[src/rtl/flxx_wb_regfile.sv]
// Writeback queue that commits decode/execute results into the register and memory-mapped banks.
// Optional macro FLXX_WB_FORWARD_EN: a non-jump result pushed into an empty, idle queue commits directly.
module flxx_wb_regfile #(
  parameter int DEPTH = 4,
  parameter int XLEN  = 32,
  parameter int NREG  = 16
) (
  input  logic                       clk,
  input  logic                       rst_n,
  input  logic                       wb_valid,
  output logic                       wb_ready,
  input  logic [5:0]                 wb_outreg,
  input  logic [XLEN-1:0]            wb_outval,
  input  logic                       flush,
  output logic [NREG-1:0][XLEN-1:0]  regarray,
  output logic [NREG-1:0][XLEN-1:0]  mem_regarray,
  output logic                       jmp_valid,
  output logic [XLEN-1:0]            jmp_target,
  output logic                       wb_busy
);
  localparam int AW = $clog2(DEPTH);
  localparam logic [AW:0] FULL_CNT = (AW+1)'(DEPTH);

  typedef enum logic {IDLE, REDIRECT} state_t;

  state_t          state;
  logic [5:0]      q_reg [DEPTH];
  logic [XLEN-1:0] q_val [DEPTH];
  logic [AW:0]     wr_ptr, rd_ptr, count;
  logic            empty, full, push, fwd, enq, commit, jmp_commit, wr_en;
  logic [5:0]      head_reg;
  logic [4:0]      wr_reg;
  logic [XLEN-1:0] head_val, wr_val;

  always_comb begin
    count      = wr_ptr - rd_ptr;
    empty      = (count == '0);
    full       = (count == FULL_CNT);
    wb_ready   = rst_n && !full && (state == IDLE) && !flush;
    wb_busy    = !empty || (state != IDLE);
    push       = wb_valid && wb_ready;
    head_reg   = q_reg[rd_ptr[AW-1:0]];
    head_val   = q_val[rd_ptr[AW-1:0]];
    commit     = (state == IDLE) && !empty && !flush;
    jmp_commit = commit && head_reg[5];
`ifdef FLXX_WB_FORWARD_EN
    fwd        = push && empty && !wb_outreg[5];
`else
    fwd        = 1'b0;
`endif
    // A result arriving on the same edge as a jump commit is younger than the jump and is squashed.
    enq        = push && !fwd && !jmp_commit;
    wr_en      = fwd || (commit && !head_reg[5]);
    wr_reg     = fwd ? wb_outreg[4:0] : head_reg[4:0];
    wr_val     = fwd ? wb_outval : head_val;
  end

  always_ff @(posedge clk) begin
    if (enq) begin
      q_reg[wr_ptr[AW-1:0]] <= wb_outreg;
      q_val[wr_ptr[AW-1:0]] <= wb_outval;
    end
  end

  always_ff @(posedge clk or negedge rst_n) begin
    if (!rst_n) begin
      state        <= IDLE;
      wr_ptr       <= '0;
      rd_ptr       <= '0;
      jmp_valid    <= 1'b0;
      jmp_target   <= '0;
      regarray     <= '0;
      mem_regarray <= '0;
    end else begin
      jmp_valid <= jmp_commit;
      if (jmp_commit) jmp_target <= head_val;

      if (enq) wr_ptr <= wr_ptr + 1'b1;
      if (flush || jmp_commit) rd_ptr <= wr_ptr;
      else if (commit)         rd_ptr <= rd_ptr + 1'b1;

      case (state)
        IDLE:    if (jmp_commit) state <= REDIRECT;
        default: state <= IDLE;
      endcase

      // Register 0 of the architectural bank is hard-wired to zero.
      if (wr_en) begin
        if (wr_reg[4])                mem_regarray[wr_reg[3:0]] <= wr_val;
        else if (wr_reg[3:0] != 4'd0) regarray[wr_reg[3:0]]     <= wr_val;
      end
    end
  end

endmodule
[config.mk]
export PLATFORM = sky130hd
export DESIGN_NAME = flxx_wb_regfile
export DESIGN_NICKNAME = d
export VERILOG_FILES = /design/src/rtl/flxx_wb_regfile.sv
export SDC_FILE = /design/constraint.sdc
export NUM_CORES = 1
export LEC_CHECK = 0
export BUFFER_PORTS_ARGS = -buffer_cell sky130_fd_sc_hd__buf_2
export CELL_PAD_IN_SITES_DETAIL_PLACEMENT = 0
export CELL_PAD_IN_SITES_GLOBAL_PLACEMENT = 1
export CORE_AREA = 8 8 427 429
export DETAILED_ROUTE_END_ITERATION = 7
export DIE_AREA = 0 0 435 437
export PLACE_DENSITY_LB_ADDON = 0.15
export REMOVE_ABC_BUFFERS = 1
export SYNTH_ARGS = -nofsm -noshare
export SYNTH_HDL_FRONTEND = slang
export SYNTH_SLANG_ARGS = --single-unit
export TNS_END_PERCENT = 100
[constraint.sdc]
create_clock -name clk -period 9.7 [get_ports clk]
set_input_delay 1.94 -clock clk [delete_from_list [all_inputs] [get_ports clk]]
set_output_delay 1.94 -clock clk [all_outputs]
set_load 0.03 [all_outputs]
# After elaboration in Yosys (flattened, before gate mapping)
# Memory sizes are Yosys's and may differ from the RTL's.
# Index checks and enable logic that the tools add are counted.
# totals
out_inout_bits	1059
elab_cells	79
mem_bits_rw	152
mem_count	2
regBits	1064
in_bits	42
# op_classes
n_lt_le_gt_ge	2
addsub	3
bitwise_logic	2
n_mux	10
n_reduce_logical	22
n_eq_ne	1
# mem_list
memory	depth	word_bits	rd	rd_clocked_by_memory_dff	wr	line	text
q_val	4	32	1	0	1	28	logic [XLEN-1:0] q_val [DEPTH];
q_reg	4	6	1	0	1	27	logic [5:0] q_reg [DEPTH];
# ops
op	count
$bwmux W512	2
$demux W32 S4	1
$mux W32	1
$logic_and A1 B1 Y1	10
$add A3 B1 Y3 const B	2
$mux W3	2
$logic_not A1 Y1	5
$lt A4 B5 Y1 const B	1
$ge A4 B1 Y1 const B	1
$mux W1	4
$reduce_bool A4 Y1	1
$eq A3 B3 Y1 const B	1
$logic_not A3 Y1	1
$reduce_and A3 Y1	1
$sub A3 B3 Y3	1
$logic_or A1 B1 Y1	2
$not A1 Y1	2
$reduce_and A2 Y1	1
$reduce_bool A2 Y1	1

# Longest topological paths before layout
# logic_depth
ltp_word	10
depth_mapped	12
depth_no_buf	8

# Worst setup path before layout
# OpenSTA, ideal clock, no wires.
# synth_timing
path_kind	input to output
startpoint	input port flush
endpoint	output port wb_ready
path_buffers	0
stages	3
arrival_ns	2.753
setup_slack_ns	5.007
path_cell_list	nor2_1 -> nand2_1 -> a21oi_1
# synth_between
elab_chain_len	2
# synth_rtl
item	line	text
start: declaration	14	input logic flush,
$logic_not A1 Y1	39	wb_ready = rst_n && !full && (state == IDLE) && !flush;
$logic_and A1 B1 Y1	39	
end: declaration	11	output logic wb_ready,
# No other way between the ends.

# Final worst setup path
# layout_timing
startpoint	input port rst_n
endpoint	output port wb_ready
# layout_between
elab_chain_len	3
# layout_rtl
item	line	text
start: declaration	9	input logic rst_n,
$logic_and A1 B1 Y1 (3 in a row)	39	
# No other way between the ends.

==> run_results.csv <==
group,metric,value,unit
setup_path,startpoint_type,"input port",
routing,firstDrtPassIters,4,
sta,min_period,5.000,ns
sta,hold_viol,0,
power,p_sw_share,44.51,%
power,p_clk_share,24.9,%
clock_tree,cts_tree,"built",
setup_path,worstSetupPathType,"input port to output pin",
min_path,hold_class,"register to register",
grt,antenna_found_initial,52,
clock_tree,hold_buffers,0,
yosys,synth_ff_type,"dfrtp_1",
power,power.leakage,30.44,nW
power,powerDensity,382.4,nW/µm²
setup_path,crit_path_start,"rst_n",
setup_path,rr_worst_depth,5,
clock_tree,cts.sink_count,1216,
place,dp.cells,5960,
cells_and_area,drive_gt1_share,63.01,%
routing,drtIter0Drc,1305,
setup_path,required,7.76,ns
sta,setup_tns,0,ns
yosys,netlist_area,45280,µm²
setup_path,cp_max_fo,72,
clock_tree,clkTransAtPathRegs,0.05,ns
yosys,synth_cell_types,37,
clock_tree,cts_setup_buffers,0,
yosys,syn_inst,2690,
setup_path,r2r_start,"rd_ptr[1]$_DFFE_PN0P_",
cells_and_area,instances_no_fill,6258,
sta,worst_slew_pin_slew,1.034,ns
cells_and_area,fin_nets,3818,
floorplan,rows,154,
sta,finalSetupViolCount,0,
place,gp_congestion,0.7444,
floorplan,die_area,190100,µm²
power,cell_internal_pwr,0.01239,W
cells_and_area,area_delta_synth_final,28.94,%
clock_tree,clockRootBuffer,"clkbuf_16",
sta,finalCritPeriodShare,51.55,%
grt,grt_overflow_total,0,
setup_path,reg2reg_to,"regarray[105]$_DFFE_PN0P_",
routing,vias,27750,
sta,finalMaxSlewViolations,0,
setup_path,r2r_slack,5.86,ns
routing,routed_wl,193400,µm
clock_tree,cts_buffers,147,
grt,grt_max_degree,153,
yosys,ys_seq_elements,1216,
sta,worst_slack,4.700,ns
flow_run,cap_violations,0,
place,post-place-ws,4.598,ns
power,p_total,0.02232,W
sta,grt_setup_unrepaired,"no",
setup_path,crit_arrival,3.06,ns
place,hpwlAfterDp,130000,µm
clock_tree,cts_resized,0,
setup_path,setup.worst_path.end_class,"output pin",
routing,viasPerCell,4.434,
power,p_sw,0.009936,W
outcome,status,"finished clean",
sta,finClkSkew,0.03534,ns
place,port_buffers,1100,
floorplan,ioPinCount,1101,
clock_tree,htreeDepth,4,
floorplan,die_y,437,µm
grt,grt_pass1_wl,261500,µm
power,peakVddDrop,0.0001932,V
grt,grt_pass1_vias,28810,
routing,wl_per_cell,30.91,µm
floorplan,fp.dieW,435,µm
power,p_comb_share,42.1,%
yosys,synthArstFlopShare,87.50,%
yosys,synth_edf_count,152,
yosys,synth.yosys.warnings,0,
grt,grt_usage,19.69,%
sta,fmax,200.0,MHz
clock_tree,clock_latency,0.79,ns
clock_tree,ctsLongestPathBuffers,3,
sta,timing.hold.ws,0.3694,ns
power,pwr-share-seq,33.0,%
floorplan,core,175300,µm²
setup_path,crit_end,"wb_ready",
floorplan,floorplan.initialDensity,25.82,%
yosys,avgSynthCellArea,16.83,µm²
routing,ant_nets,0,
yosys,synth_seq_area_share,68.89,%
routing,drc_errors,0,
sta,slew_headroom,31.04,%
## metal layers
layer | up-vias | track usage [%] | part of all wire [%]
li1 | 11730 | - | -
met1 | 14870 | 22.99 | 38
met2 | 891 | 35.35 | 52
met3 | 248 | 4.538 | 5.8
met4 | 10 | 6.965 | 3.5
met5 | - | 0 | 0.035
## stage by stage
| stage | utilization (%) | instance area (µm²) |
|---|---|---|
| 2_1_floorplan | - | 44250 |
| 3_3_place_gp | 30.47 | 53420 |
| 6_report | 33.29 | 58380 |
| 5_1_grt | 33.25 | 58300 |
| 4_1_cts | 33.24 | 58290 |
| 3_5_place_dp | 30.47 | 53420 |
## area by class of cell
cell class              instances  area (µm²)
well taps                    2340        2928
fillers                     17580      117000
multi-input cells            1216       13140
repair buffers               1173        6101
inverters                      15       56.30
clock inverters                47       556.8
flip-flops and latches       1216       31190
clock buffers                 215        4309
diodes                         36       90.09
## cell usage after synthesis (2+ instances only)
cell type,count,area share [%]
nand3_1,17,0.19
clkbuf_1,146,1.2
nand2_1,107,0.89
nor3_2,5,0.11
nand4_1,4,0.055
and2_1,4,0.055
nor2_1,5,0.041
nand2b_1,5,0.069
a31oi_1,2,0.028
buf_4,3,0.050
o21ai_0,3,0.033
inv_1,14,0.12
dfrtp_1,1064,59
buf_1,9,0.075
xor2_1,2,0.039
buf_2,85,0.94
or4_1,2,0.033
mux4_2,38,1.9
mux2_1,21,0.52
nor2b_1,3,0.041
edfxtp_1,152,10
ha_1,7,0.19
and3_1,5,0.069
mux2_2,972,24
xnor2_1,3,0.058
## cell usage in the layout, fill, tap and decap left out, types with 3 or more instances in the layout
| cell | n |
|---|---|
| buf_2 | 1099 |
| dfrtp_1 | 1062 |
| mux2_2 | 972 |
| edfxtp_1 | 152 |
| clkbuf_16 | 151 |
| nand2_1 | 104 |
| buf_4 | 70 |
| diode_2 | 36 |
| clkbuf_1 | 35 |
| mux4_2 | 34 |
| clkbuf_8 | 29 |
| clkinv_2 | 24 |
| mux2_1 | 21 |
| nand3_2 | 15 |
| inv_1 | 13 |
| bufinv_16 | 8 |
| ha_1 | 7 |
| nor2_1 | 5 |
| nand2b_1 | 5 |
| nor3_4 | 5 |
| nand4_1 | 4 |
| mux4_4 | 4 |
| and3_2 | 4 |
| clkinv_8 | 4 |
| clkinvlp_4 | 4 |
| nor2b_1 | 3 |
| o21ai_0 | 3 |
| and2_2 | 3 |
| xnor2_1 | 3 |
| nand2_2 | 3 |
| buf_12 | 3 |
## power by group through the flow
stage | clock network, W | registers (W) | logic, W
after floorplan | 0 | 0.0104 | 0.00216
after global placement | 0 | 0.00742 | 0.00969
after detailed placement | 0 | 0.00745 | 0.00971
after CTS | 0.00575 | 0.00737 | 0.00972
after global routing | 0.00594 | 0.00757 | 0.00985
final | 0.00556 | 0.00737 | 0.00940
## worst min-delay path by stage
stage,endpoint,from,cells past startpoint
2_1_floorplan,wr_ptr[2]$_DFFE_PN0P_,wr_ptr[2]$_DFFE_PN0P_,1
3_3_place_gp,regarray[5]$_DFFE_PN0P_,regarray[5]$_DFFE_PN0P_,0
3_5_place_dp,regarray[24]$_DFFE_PN0P_,regarray[24]$_DFFE_PN0P_,0
4_1_cts,regarray[18]$_DFFE_PN0P_,regarray[18]$_DFFE_PN0P_,0
5_1_grt,regarray[5]$_DFFE_PN0P_,regarray[5]$_DFFE_PN0P_,0
6_report,regarray[12]$_DFFE_PN0P_,regarray[12]$_DFFE_PN0P_,0
## critical path, stage by stage
cell and delay, ns:
buf_8 0.42, nand2_1 0.13, a21oi_1 0.22, buf_2 0.28
## kinds of logic (layout without fill, tap and decap cells)
logic type      Yosys count  count (layout)  synth area share (%)
other cells               0              36                     0
xor+xnor                  5               5               0.09674
compound gates           11              11                0.2128
simple gates            162             162                 1.622
buf+inv                 258            1450                 2.399
flops                  1216            1216                 68.89
fa+ha+maj                 7               7                0.1934
mux                    1031            1031                 26.59
Note: power is estimated with default switching activity, not from simulation.
